--- config.mk ---
export PLATFORM = sky130hd
export DESIGN_NAME = lsu_flat
export DESIGN_NICKNAME = d
export VERILOG_FILES = /design/src/rtl/lsu_pkg.sv /design/src/rtl/lsu_if.sv /design/src/rtl/lsu_align_check.sv /design/src/rtl/lsu.sv /design/src/flat_wrapper.sv
export SDC_FILE = /design/constraint.sdc
export NUM_CORES = 1
export LEC_CHECK = 0
export ABC_AREA = 1
export CELL_PAD_IN_SITES_DETAIL_PLACEMENT = 1
export CELL_PAD_IN_SITES_GLOBAL_PLACEMENT = 2
export CORE_MARGIN = 4
export CORE_UTILIZATION = 25
export CTS_BUF_LIST = sky130_fd_sc_hd__clkbuf_8
export DETAILED_ROUTE_END_ITERATION = 10
export PLACE_DENSITY_LB_ADDON = 0.1
export SLEW_MARGIN = 40
export SYNTH_ARGS = -nofsm -noshare
export SYNTH_HDL_FRONTEND = slang
export SYNTH_SLANG_ARGS = --single-unit
--- constraint.sdc ---
create_clock -name clk -period 3.2 [get_ports clk]
set_input_delay 0.48 -clock clk [delete_from_list [all_inputs] [get_ports clk]]
set_output_delay 0.48 -clock clk [all_outputs]
set_load 0.01 [all_outputs]
--- src/rtl/lsu_pkg.sv ---
// Shared types and constants for the load/store unit: RISC-V width codes,
// FSM state encoding and data-memory read/write control levels.
package lsu_pkg;

    // Load width/sign codes (funct3 of LOAD instructions)
    typedef enum logic [2:0] {
        F3_LB  = 3'b000,
        F3_LH  = 3'b001,
        F3_LW  = 3'b010,
        F3_LBU = 3'b100,
        F3_LHU = 3'b101
    } load_funct3_e;

    // Store width codes (funct3 of STORE instructions)
    typedef enum logic [2:0] {
        F3_SB = 3'b000,
        F3_SH = 3'b001,
        F3_SW = 3'b010
    } store_funct3_e;

    // LSU control states
    typedef enum logic [1:0] {
        ST_IDLE   = 2'b00,
        ST_ACCESS = 2'b01,
        ST_RESP   = 2'b10
    } state_e;

    // Data-memory control levels on mem_memrw
    localparam logic MEM_READ  = 1'b1;
    localparam logic MEM_WRITE = 1'b0;

    // Width code parked on the memory port after reset (word)
    localparam logic [2:0] F3_RESET = 3'b010;

    // Address LSBs that must be zero for an access of the given width code:
    // bytes need none, halfwords bit 0, words bits 1:0.
    function automatic logic [1:0] align_mask(input logic [2:0] funct3);
        case (funct3[1:0])
            2'b01:   return 2'b01;
            2'b10:   return 2'b11;
            default: return 2'b00;
        endcase
    endfunction

endpackage

--- src/rtl/lsu_if.sv ---
// Bundle of the LSU's pipeline request/response handshake and its
// data-memory port. The slave view belongs to the LSU; the master view is
// the surrounding pipeline plus memory.
interface lsu_if #(
    parameter int NBIT = 32
) ();

    // Pipeline request
    logic            req_valid;
    logic            req_ready;
    logic            req_we;
    logic [2:0]      req_funct3;
    logic [NBIT-1:0] req_base;
    logic [NBIT-1:0] req_offset;
    logic [NBIT-1:0] req_wdata;

    // Pipeline response
    logic            resp_valid;
    logic            resp_ready;
    logic [NBIT-1:0] resp_rdata;
    logic            resp_err;

    // Data memory
    logic [NBIT-1:0] mem_addr;
    logic [NBIT-1:0] mem_wdata;
    logic            mem_memrw;
    logic [2:0]      mem_funct3;
    logic [NBIT-1:0] mem_rdata;

    modport slave (
        input  req_valid, req_we, req_funct3, req_base, req_offset, req_wdata,
        input  resp_ready, mem_rdata,
        output req_ready, resp_valid, resp_rdata, resp_err,
        output mem_addr, mem_wdata, mem_memrw, mem_funct3
    );

    modport master (
        output req_valid, req_we, req_funct3, req_base, req_offset, req_wdata,
        output resp_ready, mem_rdata,
        input  req_ready, resp_valid, resp_rdata, resp_err,
        input  mem_addr, mem_wdata, mem_memrw, mem_funct3
    );

endinterface

--- src/rtl/lsu_align_check.sv ---
// Effective-address adder and request legality check. Purely combinational:
// the address wraps modulo 2^NBIT, and a request is rejected when its width
// code is not a valid load/store code or the address is not naturally
// aligned for the access width.
module lsu_align_check
    import lsu_pkg::*;
#(
    parameter int NBIT = 32
) (
    input  logic [NBIT-1:0] base,
    input  logic [NBIT-1:0] offset,
    input  logic            we,
    input  logic [2:0]      funct3,
    output logic [NBIT-1:0] addr,
    output logic            err
);

    logic misaligned;
    logic bad_code;

    assign addr       = base + offset;
    assign misaligned = |(addr[1:0] & align_mask(funct3));

    // Width-code legality differs between loads (LB/LH/LW/LBU/LHU) and stores (SB/SH/SW)
    always_comb begin
        bad_code = 1'b0;
        if (we) begin
            case (store_funct3_e'(funct3))
                F3_SB, F3_SH, F3_SW: bad_code = 1'b0;
                default:             bad_code = 1'b1;
            endcase
        end else begin
            case (load_funct3_e'(funct3))
                F3_LB, F3_LH, F3_LW, F3_LBU, F3_LHU: bad_code = 1'b0;
                default:                             bad_code = 1'b1;
            endcase
        end
    end

    assign err = misaligned | bad_code;

endmodule

--- src/rtl/lsu.sv ---
// Load/store unit: accepts one pipeline memory request at a time, performs
// a single-cycle access on a combinational-read data memory, and returns a
// registered response. Illegal or misaligned requests skip the memory and
// answer one cycle earlier with resp_err set.
module lsu
    import lsu_pkg::*;
#(
    parameter int NBIT = 32
) (
    input  logic clk,
    input  logic rst_n,
    lsu_if.slave bus
);

    state_e          state_reg;
    state_e          state_next;

    logic            we_reg;
    logic [NBIT-1:0] mem_addr_reg;
    logic [NBIT-1:0] mem_wdata_reg;
    logic [2:0]      mem_funct3_reg;
    logic            resp_valid_reg;
    logic            resp_err_reg;
    logic [NBIT-1:0] resp_rdata_reg;

    logic [NBIT-1:0] chk_addr;
    logic            chk_err;
    logic            accept;

    lsu_align_check #(
        .NBIT (NBIT)
    ) u_align_check (
        .base   (bus.req_base),
        .offset (bus.req_offset),
        .we     (bus.req_we),
        .funct3 (bus.req_funct3),
        .addr   (chk_addr),
        .err    (chk_err)
    );

    // Requests are only taken while idle; RESP never overlaps with a new accept
    assign accept = (state_reg == ST_IDLE) && bus.req_valid;

    // Next-state logic plus the combinational handshake and write strobe
    always_comb begin
        state_next    = state_reg;
        bus.req_ready = 1'b0;
        bus.mem_memrw = MEM_READ;
        case (state_reg)
            ST_IDLE: begin
                bus.req_ready = 1'b1;
                if (bus.req_valid) begin
                    state_next = chk_err ? ST_RESP : ST_ACCESS;
                end
            end
            ST_ACCESS: begin
                // Reset must be able to kill a store mid-cycle before the memory edge
                if (we_reg && rst_n) begin
                    bus.mem_memrw = MEM_WRITE;
                end
                state_next = ST_RESP;
            end
            ST_RESP: begin
                if (bus.resp_ready) begin
                    state_next = ST_IDLE;
                end
            end
            default: state_next = ST_IDLE;
        endcase
    end

    // FSM state register
    always_ff @(posedge clk) begin
        if (!rst_n) begin
            state_reg <= ST_IDLE;
        end else begin
            state_reg <= state_next;
        end
    end

    // Request capture, memory-port registers and response registers
    always_ff @(posedge clk) begin
        if (!rst_n) begin
            we_reg         <= 1'b0;
            mem_addr_reg   <= '0;
            mem_wdata_reg  <= '0;
            mem_funct3_reg <= F3_RESET;
            resp_valid_reg <= 1'b0;
            resp_err_reg   <= 1'b0;
            resp_rdata_reg <= '0;
        end else begin
            case (state_reg)
                ST_IDLE: begin
                    if (accept) begin
                        we_reg <= bus.req_we;
                        if (chk_err) begin
                            // Rejected requests leave the memory port untouched
                            resp_valid_reg <= 1'b1;
                            resp_err_reg   <= 1'b1;
                            resp_rdata_reg <= '0;
                        end else begin
                            mem_addr_reg   <= chk_addr;
                            mem_wdata_reg  <= bus.req_wdata;
                            mem_funct3_reg <= bus.req_funct3;
                        end
                    end
                end
                ST_ACCESS: begin
                    resp_valid_reg <= 1'b1;
                    resp_err_reg   <= 1'b0;
                    resp_rdata_reg <= we_reg ? '0 : bus.mem_rdata;
                end
                ST_RESP: begin
                    if (bus.resp_ready) begin
                        resp_valid_reg <= 1'b0;
                        resp_err_reg   <= 1'b0;
                        resp_rdata_reg <= '0;
                    end
                end
                default: ;
            endcase
        end
    end

    assign bus.mem_addr   = mem_addr_reg;
    assign bus.mem_wdata  = mem_wdata_reg;
    assign bus.mem_funct3 = mem_funct3_reg;
    assign bus.resp_valid = resp_valid_reg;
    assign bus.resp_err   = resp_err_reg;
    assign bus.resp_rdata = resp_rdata_reg;

endmodule

--- src/flat_wrapper.sv ---
// flat-port wrapper written by rule: the top's interface ports become plain ports
module lsu_flat import lsu_pkg::*;
#(
    parameter int NBIT = 32
)
  (clk, rst_n, bus_req_valid, bus_req_we, bus_req_funct3, bus_req_base, bus_req_offset, bus_req_wdata, bus_resp_ready, bus_mem_rdata, bus_req_ready, bus_resp_valid, bus_resp_rdata, bus_resp_err, bus_mem_addr, bus_mem_wdata, bus_mem_memrw, bus_mem_funct3);
  lsu_if #(.NBIT(NBIT)) bus_i ();
  input  logic clk;
  input  logic rst_n;
  input wire logic [$bits(bus_i.req_valid)-1:0] bus_req_valid;
  input wire logic [$bits(bus_i.req_we)-1:0] bus_req_we;
  input wire logic [$bits(bus_i.req_funct3)-1:0] bus_req_funct3;
  input wire logic [$bits(bus_i.req_base)-1:0] bus_req_base;
  input wire logic [$bits(bus_i.req_offset)-1:0] bus_req_offset;
  input wire logic [$bits(bus_i.req_wdata)-1:0] bus_req_wdata;
  input wire logic [$bits(bus_i.resp_ready)-1:0] bus_resp_ready;
  input wire logic [$bits(bus_i.mem_rdata)-1:0] bus_mem_rdata;
  output wire logic [$bits(bus_i.req_ready)-1:0] bus_req_ready;
  output wire logic [$bits(bus_i.resp_valid)-1:0] bus_resp_valid;
  output wire logic [$bits(bus_i.resp_rdata)-1:0] bus_resp_rdata;
  output wire logic [$bits(bus_i.resp_err)-1:0] bus_resp_err;
  output wire logic [$bits(bus_i.mem_addr)-1:0] bus_mem_addr;
  output wire logic [$bits(bus_i.mem_wdata)-1:0] bus_mem_wdata;
  output wire logic [$bits(bus_i.mem_memrw)-1:0] bus_mem_memrw;
  output wire logic [$bits(bus_i.mem_funct3)-1:0] bus_mem_funct3;
  assign bus_i.req_valid = bus_req_valid;
  assign bus_i.req_we = bus_req_we;
  assign bus_i.req_funct3 = bus_req_funct3;
  assign bus_i.req_base = bus_req_base;
  assign bus_i.req_offset = bus_req_offset;
  assign bus_i.req_wdata = bus_req_wdata;
  assign bus_i.resp_ready = bus_resp_ready;
  assign bus_i.mem_rdata = bus_mem_rdata;
  assign bus_req_ready = bus_i.req_ready;
  assign bus_resp_valid = bus_i.resp_valid;
  assign bus_resp_rdata = bus_i.resp_rdata;
  assign bus_resp_err = bus_i.resp_err;
  assign bus_mem_addr = bus_i.mem_addr;
  assign bus_mem_wdata = bus_i.mem_wdata;
  assign bus_mem_memrw = bus_i.mem_memrw;
  assign bus_mem_funct3 = bus_i.mem_funct3;
  lsu #(.NBIT(NBIT)) u_core (.clk(clk), .rst_n(rst_n), .bus(bus_i));
endmodule
==> flow_summary.yaml, run 1 <==
placement:
  dp_hpwl_um: 18300
  dp.cells: 1618
  io_buffers: 238
  placed_area_mm2: 0.00916
  gp_congestion: 0.741
setup_path:
  start_kind: "input port"
  crit_arrival_ns: 3.01
  rr_startpoint: "u_core.state_reg[0]$_SDFFE_PN0P_"
  cp-end-kind: "flip-flop"
  cp.required_ns: 3.52
  rrSetupSlack_ns: 1.20
  reg2reg_to: "u_core.bus.resp_valid$_SDFFE_PN0P_"
  critPathKind: "in -> reg"
  cp_max_fo: 36
  worst-r2r-cell-count: 10
  critPathLaunch: "bus_req_base[0]"
cts:
  cts_root_buf: "clkbuf_8"
  hold_buffers: 0
  clk_latency_ns: 0.38
  cts_buffer_depth: 2
  cts_resized: 0
  cts.clk_slew.worst_paths_ns: 0.10
  postCtsSetupBuffers: 0
  cts_sinks: 104
  htreeDepth: 3
  tritoncts: "yes"
  cts-buffers-inserted: 9
hold_path:
  hold_end: "u_core.bus.mem_funct3[1]$_SDFFE_PN1P_"
  min_from: "rst_n"
  hold_class: "in -> reg"
  whs_path_depth: 2
sta:
  fin_crit_sh_pct: 84.2
  worst_clock_skew_ns: 0.00740
  slew_violations: 0
  period_needed_ns: 2.69
  rsz0062_at_grt: "no"
  setup_viol_count_final: 0
  tightest_slew_ns: 0.653
  hold_violations: 0
  max_freq_ghz: 0.371
  slew_headroom_pct: 56.4
  hold_ws_ns: 0.414
  setup_tns_ns: 0
yosys:
  synth-seq-cells: 104
  post_synth.cell_area_avg_um2: 6.04
  syn-num-nets: 1252
  yosysSeqAreaShare_pct: 32.0
  synth.distinct_cells: 30
  syn-cell-area_mm2: 0.00650
  yosys_warnings: 0
  synthCells: 1077
routing:
  drtIter0Drc: 258
  wire_per_inst_um: 14.0
  num_vias: 6999
  drc_errors: 0
  drt_wl_total_um: 22800
  vias_per_cell: 4.28
  first_pass_iters: 5
  postRouteAntennaNets: 0
global_route:
  grt_max_degree: 65
  grt_pass1_wl_um: 36400
  grt.total_usage_pct: 15.8
  grt_overflow: 0
  antenna_found_initial: 0
  grt_pass1_vias: 6877
die:
  rows: 58
  initial_utilization_pct: 25.6
  die_h_um: 169
  io_pins: 239
  core-area_mm2: 0.0254
  die_x_um: 169
  die_area_mm2: 0.0287
layout:
  finalNonFillerCells: 1634
  drive_above_1_share_pct: 2.30
  fillers: 3306
  nets: 1474
  final_cell_mix: "261 x nor2_1, 249 x nand2_1, 237 x clkdlybuf4s50_1"
  final_common_cell: "nor2_1"
  n_antenna_cell: 0
  stdcell_area_mm2: 0.00935
  area_delta_synth_final_pct: 43.8
pwr:
  p_int_w: 0.00249
  p_total_w: 0.00380
  p_seq_share_pct: 40.1
  p_clk_share_pct: 22.5
  switchingPower_w: 0.00131
  powerDensity_mw_per_mm2: 406
  vdd_ir_drop_max_v: 0.000176
  power.leakage_nw: 4.71
  power_frac_comb_pct: 37.4
  swShare_pct: 34.5
run_status:
  outcome: "completed"
flow_run:
  maxCapViolCount: 0
[Yosys cell counts, drive strengths merged]
cell type	instances	area share, %
nor2	262	15
nand2	252	15
inv	190	11
dfxtp	104	32
o21ai	90	7.0
nand3	43	3.3
ha	38	7.3
a21oi	33	2.5
buf	17	2.2
clkbuf	17	1.0
xor2	8	1.1
xnor2	6	0.81
nand4	3	0.29
o21bai	3	0.35
and2	2	0.19
nor3	2	0.15
o211ai	2	0.23
a21o	1	0.12
a221oi	1	0.13
clkinv	1	0.058
fa	1	0.31
or2	1	0.096
[per-layer routing]
metal	GRT usage [%]	vias up	share of wire (%)	wire, µm
li1	-	3691	-	-
met1	21.4	3151	48	11000
met2	27.0	146	47	10600
met3	1.23	11	4.0	914
met4	4.20	0	1.1	248
met5	0	-	0	0
[power by group through the flow]
stage	clock network, W	registers (W)	logic [W]
floorplan	0	0.00162	0.000696
global placement	0	0.00155	0.00144
detailed placement	0	0.00156	0.00146
CTS	0.000904	0.00153	0.00146
global route	0.000947	0.00155	0.00161
finish	0.000856	0.00152	0.00142
[worst max-delay path: stages]
cell and delay [ns]:
clkdlybuf4s50_1 0.46, ha_1 0.22, inv_1 0.07, fa_1 0.48, o21ai_1 0.15, a21oi_1 0.05
nand2_1 0.13, inv_1 0.05, nand2_1 0.07, nand2_2 0.06, inv_2 0.48, o21ai_0 0.16
a21oi_1 0.13
[through the flow]
stage               setup WS [ns]  utilization, %
CTS                         0.478            36.8
global placement           0.0951            36.0
detailed placement         0.0688            36.0
floorplan                    1.06               -
finish                      0.506            36.8
global route                0.241            36.8
[how the worst max path moves through the flow]
stage	end	slack [ns]	cells past startpoint
2_1_floorplan	u_core.bus.mem_addr[16]$_SDFFE_PN0P_	1.06	12
3_3_place_gp	u_core.bus.mem_addr[8]$_SDFFE_PN0P_	0.1	11
3_5_place_dp	u_core.bus.resp_valid$_SDFFE_PN0P_	0.07	13
4_1_cts	u_core.bus.resp_valid$_SDFFE_PN0P_	0.48	13
5_1_grt	u_core.bus.resp_valid$_SDFFE_PN0P_	0.24	13
6_report	u_core.bus.resp_valid$_SDFFE_PN0P_	0.51	13
[cell families after synthesis]
family | Yosys count | share of synthesized area (%)
DFF | 104 | 32.0
buffers and inverters | 225 | 14.2
and+or+nand+nor | 565 | 33.9
AOI/OAI and AO/OA | 130 | 10.3
xor gates and xnor gates | 14 | 1.89
adders and majority gates | 39 | 7.62
[cell type report]
class                      count  area, µm²  share of cell area [%]
clock buffer                  10        138                    1.47
clock inverter                 6       60.1                   0.642
inverter                     191        719                    7.69
multi-input combinational    748       3500                    37.4
sequential                   104       2080                    22.3
tap                          330        413                    4.41
timing repair buffer         245       2440                    26.1
Note: power is estimated with default switching activity, not from simulation.
==> inputs of run 2 (changes only) <==
--- a/config.mk
+++ b/config.mk
@@ -9,7 +9,7 @@
 export CELL_PAD_IN_SITES_DETAIL_PLACEMENT = 1
 export CELL_PAD_IN_SITES_GLOBAL_PLACEMENT = 2
 export CORE_MARGIN = 4
-export CORE_UTILIZATION = 25
+export CORE_UTILIZATION = 21
 export CTS_BUF_LIST = sky130_fd_sc_hd__clkbuf_8
 export DETAILED_ROUTE_END_ITERATION = 10
 export PLACE_DENSITY_LB_ADDON = 0.1
==> constraint.sdc (replaced) <==
create_clock -name clk -period 2.2 [get_ports clk]
set_input_delay 0.33 -clock clk [delete_from_list [all_inputs] [get_ports clk]]
set_output_delay 0.33 -clock clk [all_outputs]
set_load 0.01 [all_outputs]
==> run 2 against run 1 <==
  * Sequential share of layout area shrank 1.9 points
  * Non-clock buffer count grew 79
  * Wire length grew 9.8%
  * Largest cell class unchanged
  * Flip-flop and latch count is the same
  * Sequential power grew 46%
  * Highest routed layer unchanged
  * Final cell count grew 8.9%
  * First-iteration DRC count shrank 1.2%
  * Register-to-register slack lost 0.73 ns
  * Final area grew 9.3%
  * Critical path depth shrank 9
  * Combinational power grew 68%
  * Via count grew 3.2%
==> flow_summary.yaml, run 2 (synthesis gave the netlist of run 1 again) <==
global_route:
  grt_max_degree: 67
  grt_use_met2_pct: 25.1
  grt_util_met1_pct: 20.3
  antenna_found_initial: 0
  grt_pass1_wl_um: 40000
  grt-busiest-layer: "met2"
  grt.total_usage_pct: 14.7
  grt_overflow: 0
  grt_pass1_vias: 7404
  met3_usage_pct: 1.54
setup_path:
  start_kind: "flip-flop"
  critPathKind: "reg -> out"
  cp_max_fo: 3
  crit_arrival_ns: 1.73
  cp-end-kind: "primary output"
  cp.required_ns: 1.87
routing:
  drtIter0Drc: 255
  num_vias: 7224
  drt_wl_total_um: 25100
  vias_per_cell: 4.06
  first_pass_iters: 4
  wire_per_inst_um: 14.1
  drc_errors: 0
  postRouteAntennaNets: 0
placement:
  io_buffers: 238
  placed_area_mm2: 0.00982
  dp_hpwl_um: 20200
  gp_congestion: 0.733
  dp.cells: 1754
pwr:
  powerDensity_mw_per_mm2: 586
  power.leakage_nw: 5.17
  vdd_ir_drop_max_v: 0.000226
cts:
  cts_root_buf: "clkbuf_8"
  clk_latency_ns: 0.38
  cts.clk_slew.worst_paths_ns: 0.10
  cts_sinks: 104
  cts_buffer_depth: 2
  cts-buffers-inserted: 9
  hold_buffers: 0
  tritoncts: "yes"
  htreeDepth: 3
layout:
  area_delta_synth_final_pct: 57.2
  n_antenna_cell: 0
  seq_area_mm2: 0.00208
  final_cell_mix: "261 x nor2_1, 248 x nand2_1, 233 x clkdlybuf4s50_1"
  nets: 1553
  fillers: 3847
  finalNonFillerCells: 1779
  multiInputGateArea_mm2: 0.00351
  stdcell_area_mm2: 0.0102
  fin_util_pct: 33.4
  drive_above_1_share_pct: 8.24
  final_common_cell: "nor2_1"
die:
  initial_utilization_pct: 21.3
  io_pins: 239
  die_h_um: 184
  die_area_mm2: 0.0339
  core-area_mm2: 0.0306
  die_x_um: 184
  rows: 64
sta:
  tightest_slew_ns: 0.633
  setup_tns_ns: 0
  max_freq_ghz: 0.485
  setup_viol_count_final: 0
  worst_clock_skew_ns: 0.0111
  slew_violations: 0
  hold_ws_ns: 0.312
  slew_headroom_pct: 57.8
  hold_violations: 0
  period_needed_ns: 2.06
  fin_crit_sh_pct: 93.8
  rsz0062_at_grt: "yes"
hold_path:
  hold_class: "in -> reg"
flow_run:
  maxCapViolCount: 0
run_status:
  outcome: "completed"
==> run 2: cell types whose count changed in the layout (fill, tap and decap cells not counted), sizes merged <==
| cell | previous run | this run |
|---|---|---|
| buf | 8 | 87 |
| clkdlybuf4s50 | 237 | 233 |
| dlygate4sd2 | 0 | 4 |
| clkinv | 4 | 2 |
| bufinv | 1 | 2 |
| inv | 191 | 192 |
==> run 2: area by class of cell <==
cell class	instances	share of cell area, %
clock inverters	6	0.881
inverters	191	7.01
flip-flops and latches	104	20.4
well taps	396	4.85
clock buffers	10	1.35
multi-input cells	748	34.3
repair buffers	324	31.2
==> run 2: final timing paths <==
check / startpoint / end / slack (ns) / depth (start not counted)
min reg2reg: u_core.we_reg$_SDFFE_PN0P_ / u_core.we_reg$_SDFFE_PN0P_ / 0.49 / 2
min: rst_n / u_core.bus.mem_funct3[1]$_SDFFE_PN1P_ / 0.31 / 2
max reg2reg: u_core.state_reg[0]$_SDFFE_PN0P_ / u_core.bus.mem_addr[14]$_SDFFE_PN0P_ / 0.47 / 11
max: u_core.state_reg[1]$_SDFFE_PN0P_ / bus_mem_memrw / 0.14 / 4
==> run 2: power breakdown <==
part           internal (W)  switching [W]  total, W
registers           0.00210       0.000112   0.00222
clock network      0.000679       0.000723   0.00140
logic               0.00119        0.00119   0.00238
total               0.00397        0.00202   0.00600
==> run 2: what timing repair did <==
item / CTS / global route
gates resized for setup: 11 / 2
buffers inserted: 5 / 1
endpoints found under the setup margin: 102 / 5
gates cloned: 3 / 0
pin swaps: 1 / 0
==> run 2: per-stage QoR <==
stage                     setup WS (ns)  total power, W
after global placement           -0.504         0.00462
after global routing           -0.00357         0.00647
final                             0.137         0.00600
after CTS                        0.0927         0.00614
after floorplan                   0.212         0.00336
after detailed placement         -0.560         0.00464
==> run 2: worst max-delay path, stage by stage, from the launching register on <==
cell and delay (ns):
dfxtp_1 0.36, inv_1 0.09, ha_1 0.22, nand3_1 0.09, clkdlybuf4s50_1 0.61
==> run 2: layer usage <==
metal	up-vias	part of all wire (%)
met1	3213	48
met4	0	0.82
met3	12	4.3
met5	-	0
li1	3847	-
met2	152	47
==> RTL change (flow settings as in run 1) <==
Make the reset (`rst_n`) asynchronous in 2 clocked blocks.
--- a/src/rtl/lsu.sv
+++ b/src/rtl/lsu.sv
@@ -70,7 +70,7 @@
     end
 
     // FSM state register
-    always_ff @(posedge clk) begin
+    always_ff @(posedge clk or negedge rst_n) begin
         if (!rst_n) begin
             state_reg <= ST_IDLE;
         end else begin
@@ -79,7 +79,7 @@
     end
 
     // Request capture, memory-port registers and response registers
-    always_ff @(posedge clk) begin
+    always_ff @(posedge clk or negedge rst_n) begin
         if (!rst_n) begin
             we_reg         <= 1'b0;
             mem_addr_reg   <= '0;
Function: differs if rst_n is asserted again (counterexample within 4 cycles, from zero or initial values and one cycle with rst_n low); with rst_n held inactive, the same outputs for 4 cycles.
==> RTL change against run 1 <==
Sequential cell count stayed put; worst setup slack better by 0.21 ns; cell count is 7.8% lower; cell area increased by 0.29%; routed wire length up 0.36%; fmax increased by 8.6%; global-route usage increased by 0.10 points; power grew 43%; utilization increased by 0.32 points; synthesized area fell by 0.85%; critical endpoint is now u_core.bus.mem_addr[15].
==> RTL change: results (changes against run 1) <==
stage;metric;value;unit;change
global_route;grt_start_max_net_pins;105;;+62%
logic_synthesis;synth.yosys.seq_area_share;40.4;%;+8.4 points
logic_synthesis;synthArstFlopShare;100;%;+100 points
logic_synthesis;mappedNetlistNets;1114;;-11%
timing;fin_skew;0.0155;ns;+0.00811 ns
place;io_buffers;238;;unchanged
logic_synthesis;netlist_top_cells_area;dfrtp_1 40%, nand2_1 26%, ha_1 7.4%, inv_1 7.2%, nand3_1 3.4%;;
clock_tree;htreeDepth;3;;unchanged
critical_path;crit_slowest_cell;fa_1;;
global_route;grt_usage;15.9;%;+0.10 points
logic_synthesis;ys_types;30;;unchanged
critical_path;reg2reg_depth;9;;-1
global_route;grt_antenna_before_repair;1;;+1
route;drt_iter0_markers;353;;+37%
place;hpwl;18400;um;+0.19%
critical_path;worst-r2r-setup-slack;1.33;ns;+0.13 ns
power_and_ir_drop;irDropWorstVdd;0.259;mV;+47%
min_path;hold_path.class;in2async;;
clock_tree;root_buffer;clkbuf_8;;
route;vias_per_cell;4.31;;+0.56%
finish;n_fill_cell;3141;;-5.0%
finish;final_nets;1347;;-8.6%
timing;drv_slew;0;;unchanged
critical_path;crit_fanout;22;;-39%
critical_path;arrival;2.75;ns;-0.26 ns
clock_tree;cts_resized;0;;unchanged
power_and_ir_drop;leakage;4.70;nW;-0.32%
critical_path;crit_family;buffers and inverters;;
status;status;finished clean;;
finish;final_layout_size_suffix_gt1_share;2.89;%;+0.59 points
clock_tree;cts.clk_slew.worst_paths;0.12;ns;+0.02 ns
clock_tree;post-cts-setup-buffer-count;0;;unchanged
logic_synthesis;synth_common_cells;443 x nand2_1, 123 x inv_1, 103 x dfrtp_1, 47 x nor2_1, 44 x nand3_1;;
die;dieArea;28400;um2;-0.81%
critical_path;critPathMaxStageDelay;0.49;ns;
timing;worst_slew_pin_slew;0.610;ns;-0.0425 ns
critical_path;worstReg2RegEnd;u_core.bus.resp_rdata[1];;
global_route;grt_pass1_wl;36100;um;-0.82%
clock_tree;clk_latency;0.38;ns;about the same
route;dr.pass1.iters;4;;-1
route;wl;22900;um;+0.36%
global_route;first_global_vias;6528;;-5.1%
place;routabilityCongestion;0.747;;+0.70%
clock_tree;clk_path_buf_depth;2;;unchanged
timing;whs;0.168;ns;-0.247 ns
clock_tree;cts_buffers;9;;unchanged
logic_synthesis;synth_warnings;0;;unchanged
critical_path;r2r-start;u_core.state_reg[0];;
-- RTL change: cell types whose count changed after synthesis, moves of 3 or more --
cell | before | now
xnor2_1 | 6 | 13
clkbuf_1 | 15 | 6
dfxtp_1 | 104 | 0
xor2_1 | 8 | 1
o21ai_0 | 79 | 40
nand2_2 | 3 | 0
nand2_1 | 249 | 443
buf_2 | 5 | 9
inv_1 | 188 | 123
dfrtp_1 | 0 | 103
nand3b_1 | 0 | 4
nor2_1 | 261 | 47
a21oi_1 | 33 | 23
o21ai_1 | 10 | 15
-- RTL change: where the power goes --
part           switching, W  internal, W  total, W
Combinational       0.00132      0.00130   0.00262
Clock              0.000511     0.000292  0.000803
Sequential         0.000251      0.00177   0.00202
-- RTL change: layer usage --
metal,routed length (um),GRT usage (%),vias up
met1,10900,22.3,2969
met3,1110,2.13,18
met2,10600,26.2,163
met4,251,3.42,2
li1,-,-,3339
met5,17,0,-
-- RTL change: cell type report --
class	instances	area [um2]	area share [%]
multi-input cells	686	3240	34.5
flip-flops and latches	104	2600	27.8
repair buffers	246	2480	26.4
inverters	125	469	5.00
well taps	330	413	4.40
clock buffers	9	124	1.32
clock inverters	7	55.1	0.587
-- RTL change: worst max-delay path by stage --
stage / start / end / slack (ns)
floorplan: bus_req_offset[0] / u_core.bus.mem_wdata[12] / 1.10
global placement: bus_req_offset[0] / u_core.bus.mem_addr[26] / 0.39
detailed placement: bus_req_offset[0] / u_core.bus.mem_addr[15] / 0.31
CTS: bus_req_offset[0] / u_core.bus.mem_addr[15] / 0.71
global route: bus_req_offset[0] / u_core.bus.mem_addr[15] / 0.53
finish: bus_req_offset[0] / u_core.bus.mem_addr[15] / 0.72
-- RTL change: worst reg2reg max path, cell delays in order, from the launching register on --
cell	delay [ns]
dfrtp_1	0.44
inv_1	0.10
ha_1	0.22
inv_1	0.11
o21ai_1	0.26
nor2_1	0.11
o21ai_4	0.09
buf_12	0.27
nand2_1	0.10
o21ai_0	0.09
-- RTL change: stage by stage --
step           cell area, um2  setup slack, ns  power, W  cells
6_report                 9380            0.720   0.00544   1507
5_1_grt                  9380            0.532   0.00590   1507
4_1_cts                  9380            0.712   0.00557   1507
3_5_place_dp             9200            0.307   0.00474   1491
3_3_place_gp             9200            0.393   0.00471   1491
2_1_floorplan            6450             1.10   0.00320    939
-- RTL change: cells by family (layout without fill, tap and decap cells) --
group | count (synthesis) | count (layout) | synth area share (%)
and+or+nand+nor | 547 | 547 | 33.2
muxes | 1 | 1 | 0.175
buffers and inverters | 149 | 387 | 9.66
AOI/OAI and AO/OA | 85 | 85 | 7.00
adders and majority gates | 39 | 39 | 7.68
xor gates and xnor gates | 14 | 14 | 1.90
DFF | 104 | 104 | 40.4
